## src/rtl/uart_tx_param.sv

```systemverilog
// Parameterised UART transmitter: small in-order FIFO feeding a start/data/parity/stop
// framer. Each frame latches its own configuration, so frames can run back-to-back.
//
// state  | meaning
// IDLE   | line high, waiting for a queued word
// START  | start bit (0) for one bit period
// DATA   | DATA_WIDTH data bits, LSB first
// PARITY | optional even/odd parity bit
// STOP   | one or two stop-bit periods (1)
module uart_tx_param #(
    parameter int DATA_WIDTH = 8,
    parameter int FIFO_DEPTH = 4,
    parameter int DIV_WIDTH  = 16
) (
    input  logic                          clk_i,
    input  logic                          rst_n_i,
    input  logic [DIV_WIDTH-1:0]          cfg_div_i,
    input  logic [1:0]                    cfg_parity_i,
    input  logic                          cfg_stop2_i,
    input  logic [DATA_WIDTH-1:0]         s_axis_tdata_i,
    input  logic                          s_axis_tvalid_i,
    output logic                          s_axis_tready_o,
    output logic                          tx_o,
    output logic                          busy_o,
    output logic [$clog2(FIFO_DEPTH):0]   fifo_level_o
);

    localparam int PW = $clog2(FIFO_DEPTH);
    localparam int LW = PW + 1;
    localparam int BW = $clog2(DATA_WIDTH);

    typedef enum logic [2:0] {
        S_IDLE   = 3'd0,
        S_START  = 3'd1,
        S_DATA   = 3'd2,
        S_PARITY = 3'd3,
        S_STOP   = 3'd4
    } state_t;

    state_t                state, state_nxt;

    logic [DATA_WIDTH-1:0] mem [FIFO_DEPTH];
    logic [PW-1:0]         wr_ptr, rd_ptr;
    logic [LW-1:0]         level;
    logic                  push, pop, fifo_nonempty;
    logic [DATA_WIDTH-1:0] head;

    logic [DATA_WIDTH-1:0] shreg;
    logic                  par_bit, par_en, stop2_l;
    logic [DIV_WIDTH-1:0]  div_l, div_new;
    logic [DIV_WIDTH-1:0]  baud_cnt;
    logic [BW-1:0]         bit_cnt;
    logic                  bit_done, bit_last;
    logic                  shift_en, tx_nxt, tx_q;

    assign s_axis_tready_o = (level != LW'(FIFO_DEPTH));
    assign push            = s_axis_tvalid_i && s_axis_tready_o;
    assign fifo_nonempty   = (level != '0);
    assign head            = mem[rd_ptr];
    assign fifo_level_o    = level;

    always_ff @(posedge clk_i) begin
        if (push) begin
            mem[wr_ptr] <= s_axis_tdata_i;
        end
    end

    always_ff @(posedge clk_i or negedge rst_n_i) begin
        if (!rst_n_i) begin
            wr_ptr <= '0;
            rd_ptr <= '0;
            level  <= '0;
        end else begin
            if (push) wr_ptr <= wr_ptr + PW'(1);
            if (pop)  rd_ptr <= rd_ptr + PW'(1);
            case ({push, pop})
                2'b10:   level <= level + LW'(1);
                2'b01:   level <= level - LW'(1);
                default: level <= level;
            endcase
        end
    end

    // A divider of 0 is treated as 1 so a bit is never shorter than two clocks.
    assign div_new  = (cfg_div_i == '0) ? DIV_WIDTH'(1) : cfg_div_i;
    assign bit_done = (baud_cnt == '0);
    assign bit_last = (bit_cnt == '0);

    always_ff @(posedge clk_i or negedge rst_n_i) begin
        if (!rst_n_i) begin
            state <= S_IDLE;
        end else begin
            state <= state_nxt;
        end
    end

    always_comb begin
        state_nxt = state;
        case (state)
            S_IDLE:   if (fifo_nonempty) state_nxt = S_START;
            S_START:  if (bit_done) state_nxt = S_DATA;
            S_DATA:   if (bit_done && bit_last) state_nxt = par_en ? S_PARITY : S_STOP;
            S_PARITY: if (bit_done) state_nxt = S_STOP;
            S_STOP:   if (bit_done && bit_last) state_nxt = fifo_nonempty ? S_START : S_IDLE;
            default:  state_nxt = S_IDLE;
        endcase
    end

    always_comb begin
        pop      = (state_nxt == S_START) && ((state == S_IDLE) || (state == S_STOP));
        shift_en = (state_nxt == S_DATA) && ((state == S_START) || bit_done);
        tx_nxt   = 1'b1;
        case (state_nxt)
            S_START:  tx_nxt = 1'b0;
            S_DATA:   tx_nxt = shift_en ? shreg[0] : tx_q;
            S_PARITY: tx_nxt = par_bit;
            default:  tx_nxt = 1'b1;
        endcase
    end

    always_ff @(posedge clk_i or negedge rst_n_i) begin
        if (!rst_n_i) begin
            tx_q     <= 1'b1;
            shreg    <= '0;
            par_bit  <= 1'b0;
            par_en   <= 1'b0;
            stop2_l  <= 1'b0;
            div_l    <= '0;
            baud_cnt <= '0;
            bit_cnt  <= '0;
        end else begin
            tx_q <= tx_nxt;

            if (pop) begin
                shreg    <= head;
                par_bit  <= (^head) ^ (cfg_parity_i == 2'b10);
                par_en   <= (cfg_parity_i == 2'b01) || (cfg_parity_i == 2'b10);
                stop2_l  <= cfg_stop2_i;
                div_l    <= div_new;
            end else if (shift_en) begin
                shreg <= shreg >> 1;
            end

            if (pop) begin
                baud_cnt <= div_new;
            end else if (state_nxt == S_IDLE) begin
                baud_cnt <= '0;
            end else if (bit_done) begin
                baud_cnt <= div_l;
            end else begin
                baud_cnt <= baud_cnt - DIV_WIDTH'(1);
            end

            if (state != S_DATA && state_nxt == S_DATA) begin
                bit_cnt <= BW'(DATA_WIDTH - 1);
            end else if (state != S_STOP && state_nxt == S_STOP) begin
                bit_cnt <= BW'(stop2_l);
            end else if (state_nxt != state) begin
                bit_cnt <= '0;
            end else if (bit_done && !bit_last && (state == S_DATA || state == S_STOP)) begin
                bit_cnt <= bit_cnt - BW'(1);
            end
        end
    end

    assign tx_o   = tx_q;
    assign busy_o = (state != S_IDLE);

endmodule
```

## config.mk

```make
export PLATFORM = sky130hd
export DESIGN_NAME = uart_tx_param
export DESIGN_NICKNAME = d
export VERILOG_FILES = /design/src/rtl/uart_tx_param.sv
export SDC_FILE = /design/constraint.sdc
export NUM_CORES = 1
export LEC_CHECK = 0
export BUFFER_PORTS_ARGS = -buffer_cell sky130_fd_sc_hd__buf_2
export CELL_PAD_IN_SITES_DETAIL_PLACEMENT = 1
export CELL_PAD_IN_SITES_GLOBAL_PLACEMENT = 1
export CORE_ASPECT_RATIO = 0.9
export CORE_UTILIZATION = 51
export CTS_CLUSTER_DIAMETER = 60
export DETAILED_ROUTE_END_ITERATION = 8
export PLACE_DENSITY_LB_ADDON = 0.1
export SETUP_SLACK_MARGIN = 0.2
export SKIP_LAST_GASP = 1
export SLEW_MARGIN = 20
export SYNTH_ARGS = -nofsm -noshare
export SYNTH_HDL_FRONTEND = slang
export SYNTH_SLANG_ARGS = --single-unit
```

## constraint.sdc

```tcl
create_clock -name clk_i -period 7.86 [get_ports clk_i]
set_input_delay 1.572 -clock clk_i [delete_from_list [all_inputs] [get_ports clk_i]]
set_output_delay 1.572 -clock clk_i [all_outputs]
set_load 0.01 [all_outputs]
```

==> results of run 1 <==
## worst max-delay path by stage
stage	startpoint	endpoint	slack [ps]	depth (start not counted)
CTS	baud_cnt[12]	fifo_level_o[2]	3740	10
detailed placement	baud_cnt[12]	fifo_level_o[2]	3790	10
global route	baud_cnt[12]	fifo_level_o[2]	3460	10
floorplan	baud_cnt[0]	fifo_level_o[2]	4850	13
global placement	baud_cnt[12]	fifo_level_o[2]	3940	10
finish	baud_cnt[12]	fifo_level_o[2]	3760	10
## routing by layer
| layer | routed length [um] | global-route usage (%) |
|---|---|---|
| met5 | 0 | 0 |
| met2 | 4440 | 39.3 |
| met1 | 4270 | 29.8 |
| met4 | 138 | 8.68 |
| met3 | 206 | 4.79 |
## cells by family (layout without fill, tap and decap cells)
family	after synthesis	after routing	share of synthesized area [%]
multiplexers	18	18	6.66
AO/OA/AOI/OAI	73	73	10.3
flip-flops	89	89	56.8
AND/OR/NAND/NOR	131	131	14.4
adder cells (fa/ha/maj)	10	10	3.15
buffers and inverters	34	71	3.30
XOR/XNOR	26	26	5.41
## layout make-up
type                            count  area [sq um]  share of cell area (%)
Clock inverter                      6          57.6                    1.24
Tap cell                           99           124                    2.67
Timing Repair Buffer               37           190                    4.10
Multi-Input combinational cell    258          1680                    36.2
Clock buffer                       10           128                    2.75
Sequential cell                    89          2390                    51.5
Inverter                           18          67.6                    1.46
## where the power goes
part / switching [mW] / internal [mW] / total [mW]
Sequential: 0.136 / 0.655 / 0.790
Combinational: 0.354 / 0.293 / 0.647
Clock: 0.180 / 0.123 / 0.304
Total: 0.670 / 1.07 / 1.74
## worst register-to-register path, cell delays in order (launching register included)
cell,delay (ps)
dfrtp_1,430
nor4_1,640
nand4_1,410
a211o_1,700
inv_2,690
ha_1,310
inv_1,60
fa_1,370
xor2_1,150
nor2_1,110
xor2_1,160
## sequential cells by signal, summed over array words and instances, names as in the netlist
signal        flops
mem              32
baud_cnt         16
div_l            16
shreg             8
bit_cnt           3
fifo_level_o      3
state             3
rd_ptr            2
wr_ptr            2
par_bit           1
par_en            1
stop2_l           1
tx_o              1
## cell usage after synthesis, types with 2 or more instances
cell type,number,area (sq um)
nand3_1,5,25.0
o21ai_2,7,61.3
nand2b_1,2,12.5
dfrtp_1,56,1400
nor2_1,18,67.6
o21ai_0,42,210
o32a_1,2,20.0
edfxtp_1,32,961
mux4_2,8,180
ha_1,9,113
o22ai_1,2,12.5
mux2i_1,10,100
xnor2_1,19,166
o21bai_1,2,15.0
nor4_1,10,62.6
buf_2,3,15.0
clkbuf_1,9,33.8
a21o_1,2,15.0
or3_1,3,18.8
inv_1,17,63.8
buf_1,3,11.3
xor2_1,7,61.3
or4_1,2,15.0
nand2_1,69,259
a21oi_1,10,50.1
and3_1,4,25.0
nor3_1,9,45.0
## metrics by stage
| step | util [%] | hold slack, ps |
|---|---|---|
| after floorplan | - | 440 |
| after global placement | 55.4 | 455 |
| after detailed placement | 55.4 | 462 |
| after CTS | 57.7 | 485 |
| after global routing | 57.7 | 509 |
| final | 57.7 | 480 |
==> metrics.txt, run 1 <==
cts bufs inserted 9; DR vias 2880; final worst setup slack 3760 ps; crit start category flip-flop; Mean Syn Cell Area 11.0 sq um; global route overflow 0; CORE AREA 8030 sq um; Setup Viol. Count Final 0; peak per-stage delay on the critical path 700 ps; CTS Buffer Depth 2; DRC Markers 6; arrival time at the worst endpoint 4390 ps; clock skew 11.2 ps; R2R depth 10; CP Cell Sequence nor4_1 -> nand4_1 -> a211o_1 -> inv_2 -> ha_1 -> inv_1 -> fa_1 -> xor2_1 -> nor2_1 -> xor2_1; Post-Layout Cell Count 517; die footprint 8620 sq um; Post-synth ARST share 64.0%; synthesized cell area 4210 sq um; global placement routability congestion 0.814; dpl cells 501; CP Max Fanout 37; Chip Width 97.7 um; number of synthesized flops with an enable pin 32; nets@finish 453; Most used DFF post-synth dfrtp_1; RR Endpoint fifo_level_o[2]; Slew headroom 47.4%; worst hold path class reg -> reg; WL final 9050 um; cts hold-fix bufs 0; most frequent cells in the layout nand2_1, dfrtp_1, o21ai_0; failing checks design-rule violations; GRT Overall Usage 23.1%; CTS tree yes; antenna cells 0; Most common cell on crit path xor2_1; clock sinks 89; post-synthesis cell type count 46; Std-Cell Rows 31; worst slew pin tran 788 ps; commonest non-fill, non-tap cell in the layout nand2_1; Final Cycle Share 52.1%; num ports 36; Starting Density 52.4%; post-CTS sizing 0; layout cell share with drive strength beyond 1 17.2%; postcts setup bufs 0; net count after synthesis 421; fin area 4630 sq um; post-placement cell area 4450 sq um; Routed Antenna Nets 0; die height 88.2 um; R2R Path Start baud_cnt[12]; synth warn 0; vias in the first global route 3026; Setup Crit Path Kind reg -> reg; R2R setup slack 3760 ps; register area share after synthesis 56.8%; Pins Over Slew Limit 0; initial antenna violation count 0; htree depth 3; first-pass GRT wire length 14900 um; VDD IR-drop max 158 uV; RSZ-0062 raised after global routing no; fill count 868; Leakage 1.95 nW; flops & latches, synth 89; initial DRC count 116; Max-Cap Viols 0; Synth Instances 381; Tmin final 4100 ps; worst hold path endpoint div_l[9]; pre-CTS setup slack 3790 ps; Setup TNS 0 ps; Final Hold Vio Count 0; PD cells 376 nW/um^2; Setup crit end kind flip-flop; number of port buffers 35; Slowest-stage cell, CP a211o_1; Worst-path clk slew 90 ps; wire per inst 17.5 um; fmax 244 MHz; dpl hpwl 6510 um; Clock Latency Late Sink 370 ps; critical path's top delay family simple AND/OR/NAND/NOR gates; Critical Path RT 8150 ps; drt via density 5.57; synthesis-to-layout area growth 10.2%; hold path cells 2; drt pass-1 iters 6; hold wc startpoint div_l[9]; largest net degree at the start of global routing 58; status finished with violations; Worst Path Buf+Inv 2; Final Power 1.74 mW; root buf cell clkbuf_8
No activity file was read; power rests on OpenSTA's default activity.
==> run 2, diff against run 1 <==
--- a/config.mk
+++ b/config.mk
@@ -9,7 +9,7 @@
 export CELL_PAD_IN_SITES_DETAIL_PLACEMENT = 1
 export CELL_PAD_IN_SITES_GLOBAL_PLACEMENT = 1
 export CORE_ASPECT_RATIO = 0.9
-export CORE_UTILIZATION = 51
+export CORE_UTILIZATION = 47
 export CTS_CLUSTER_DIAMETER = 60
 export DETAILED_ROUTE_END_ITERATION = 8
 export PLACE_DENSITY_LB_ADDON = 0.1
==> constraint.sdc (replaced) <==
create_clock -name clk_i -period 4.29 [get_ports clk_i]
set_input_delay 0.858 -clock clk_i [delete_from_list [all_inputs] [get_ports clk_i]]
set_output_delay 0.858 -clock clk_i [all_outputs]
set_load 0.01 [all_outputs]
==> run 2 against run 1 <==
  * The run now ends clean
  * Critical path depth up 2
  * Sequential cell count unchanged
  * Sequential power up 84%
  * First-iteration DRC count up 3.4%
  * Die area up 8.3%
  * Via count up 2.4%
  * Combinational power up 84%
  * Cell count up 4.3%
  * Wire length up 1.3%
  * Core utilization down 3.0 points
  * Worst setup slack worse by 2900 ps
  * Critical endpoint unchanged
  * Largest cell class unchanged
==> metrics.txt, run 2 (synthesis results as in run 1) <==
Pins Over Slew Limit 0 (unchanged); initial DRC count 120 (was 116); Clk network pwr share 19.1% (was 17.4%); Setup TNS 0 ps (unchanged); worst hold path class reg -> reg (unchanged); global placement routability congestion 0.792 (was 0.814); Reg power frac 44.5% (was 45.4%); pre-CTS setup slack 880 ps (was 3790 ps); Routed Antenna Nets 0 (unchanged); worst slew pin tran 879 ps (was 788 ps); cts hold-fix bufs 0 (unchanged); Final Hold Vio Count 0 (unchanged); DR vias 2948 (was 2880); Tmin final 3430 ps (was 4100 ps); Max-Cap Viols 0 (unchanged); clock sinks 89 (unchanged); root buf cell clkbuf_8 (unchanged); cts bufs inserted 9 (unchanged); Setup crit end kind flip-flop (unchanged); final worst setup slack 856 ps (was 3760 ps); global route overflow 0 (unchanged); DRC Markers 0 (was 6); CTS tree yes (unchanged); die height 91.8 um (was 88.2 um); largest net degree at the start of global routing 39 (was 58); CORE AREA 8610 sq um (was 8030 sq um); CP Cell Sequence inv_1 -> ha_1 -> nor4b_1 -> nand4_1 -> a211o_1 -> inv_2 -> ha_1 -> inv_1 -> fa_1 -> xor2_1 -> nor2_1 -> xor2_1 (was nor4_1 -> nand4_1 -> a211o_1 -> inv_2 -> ha_1 -> inv_1 -> fa_1 -> xor2_1 -> nor2_1 -> xor2_1); Final Power 3.26 mW (was 1.74 mW); Biggest register mem (unchanged); crit start category flip-flop (unchanged); Starting Density 48.9% (was 52.4%); post-CTS sizing 0 (unchanged); PD cells 693 nW/um^2 (was 376 nW/um^2); first-pass GRT wire length 15700 um (was 14900 um); fill count 953 (was 868); Slowest-stage cell, CP a211o_1 (unchanged); num ports 36 (unchanged); Final Cycle Share 80.1% (was 52.1%); Slew headroom 41.4% (was 47.4%); synthesis-to-layout area growth 11.9% (was 10.2%); drt pass-1 iters 6 (unchanged); most frequent cells in the layout nand2_1, dfrtp_1, o21ai_0 (unchanged); WL final 9170 um (was 9050 um); RSZ-0062 raised after global routing no (unchanged); nets@finish 455 (was 453); number of port buffers 35 (unchanged); Chip Width 102 um (was 97.7 um); htree depth 3 (unchanged); R2R setup slack 860 ps (was 3760 ps); Setup Crit Path Kind reg -> reg (unchanged); vias in the first global route 3203 (was 3026); combinational share of power 36.3% (was 37.2%); antenna cells 0 (unchanged); CTS Buffer Depth 2 (unchanged); initial antenna violation count 0 (unchanged); peak per-stage delay on the critical path 710 ps (was 700 ps); dpl hpwl 6670 um (was 6510 um); Clock Latency Late Sink 360 ps (was 370 ps); Worst-path clk slew 90 ps (about the same); Leakage 1.97 nW (was 1.95 nW); GRT Overall Usage 22.4% (was 23.1%); Cell Int Power 2.03 mW (was 1.07 mW); VDD IR-drop max 320 uV (was 158 uV); biggest registers after layout mem (32), baud_cnt (16), div_l (16) (unchanged); Largest register FFs 32 (unchanged); commonest non-fill, non-tap cell in the layout nand2_1 (unchanged); clock skew 12.6 ps (was 11.2 ps); status completed (was finished with violations); layout cell share with drive strength beyond 1 17.9% (was 17.2%); Switching Share 37.7% (was 38.5%); Setup Viol. Count Final 0 (unchanged); Core Util, Final 54.7% (was 57.7%); Critical Path RT 4580 ps (was 8150 ps); drt via density 5.47 (was 5.57); postcts setup bufs 0 (unchanged); Psw 1.23 mW (was 0.670 mW); wire per inst 17.0 um (was 17.5 um); Std-Cell Rows 32 (was 31); fmax 291 MHz (was 244 MHz); arrival time at the worst endpoint 3720 ps (was 4390 ps); die footprint 9330 sq um (was 8620 sq um); CP Max Fanout 24 (was 37)
## run 2: cell count changes in the layout (fill, tap and decap cells not counted), sizes merged
cell and delta:
inv -1, buf +2, bufinv +1, clkinv +1, clkbuf -1
## run 2: final cells by class
type	instances	area, sq um	area share [%]
inverters	18	67.6	1.44
well taps	119	149	3.16
flip-flops and latches	89	2390	50.7
repair buffers	39	205	4.36
clock buffers	9	124	2.63
clock inverters	7	95.1	2.02
multi-input cells	258	1680	35.7
## run 2: path summary, 6_finish.rpt
| check | start | end | cells past startpoint |
|---|---|---|---|
| worst max-delay path | baud_cnt[0] | fifo_level_o[2] | 12 |
| worst min-delay path | div_l[5] | div_l[5] | 2 |
| worst max register to register | baud_cnt[0] | fifo_level_o[2] | 12 |
| worst min register to register | div_l[5] | div_l[5] | 2 |
| max in group asynchronous | rst_n_i | div_l[9] | 2 |
| min in group asynchronous | rst_n_i | bit_cnt[1] | 1 |
## run 2: power by group through the flow
stage               clock network (mW)  registers (mW)  logic (mW)
floorplan                            0            1.36       0.959
global placement                     0            1.46        1.15
detailed placement                   0            1.47        1.20
CTS                              0.641            1.46        1.21
global route                     0.672            1.50        1.35
finish                           0.625            1.45        1.19
## run 2: routing by layer
layer | share of wire (%) | vias up | global-route usage [%]
met5 | 0 | - | 0
met4 | 2.0 | 0 | 6.40
met3 | 2.7 | 17 | 4.57
met2 | 50 | 42 | 38.4
met1 | 45 | 1479 | 28.5
li1 | - | 1410 | -
## run 2: critical path, delay by kind of cell, from the launching register on
kind | cells | cell delay [ps]
fa+ha+maj | 3 | 810
xor+xnor | 2 | 300
compound gates | 1 | 710
simple gates | 3 | 850
buf+inv | 3 | 290
flops | 1 | 400
## run 2: stage by stage
step | cells | instance area, sq um | hold slack [ps]
6_report | 539 | 4710 | 481
4_1_cts | 539 | 4710 | 482
2_1_floorplan | 381 | 4210 | 440
3_5_place_dp | 523 | 4490 | 459
3_3_place_gp | 523 | 4490 | 455
5_1_grt | 539 | 4710 | 519
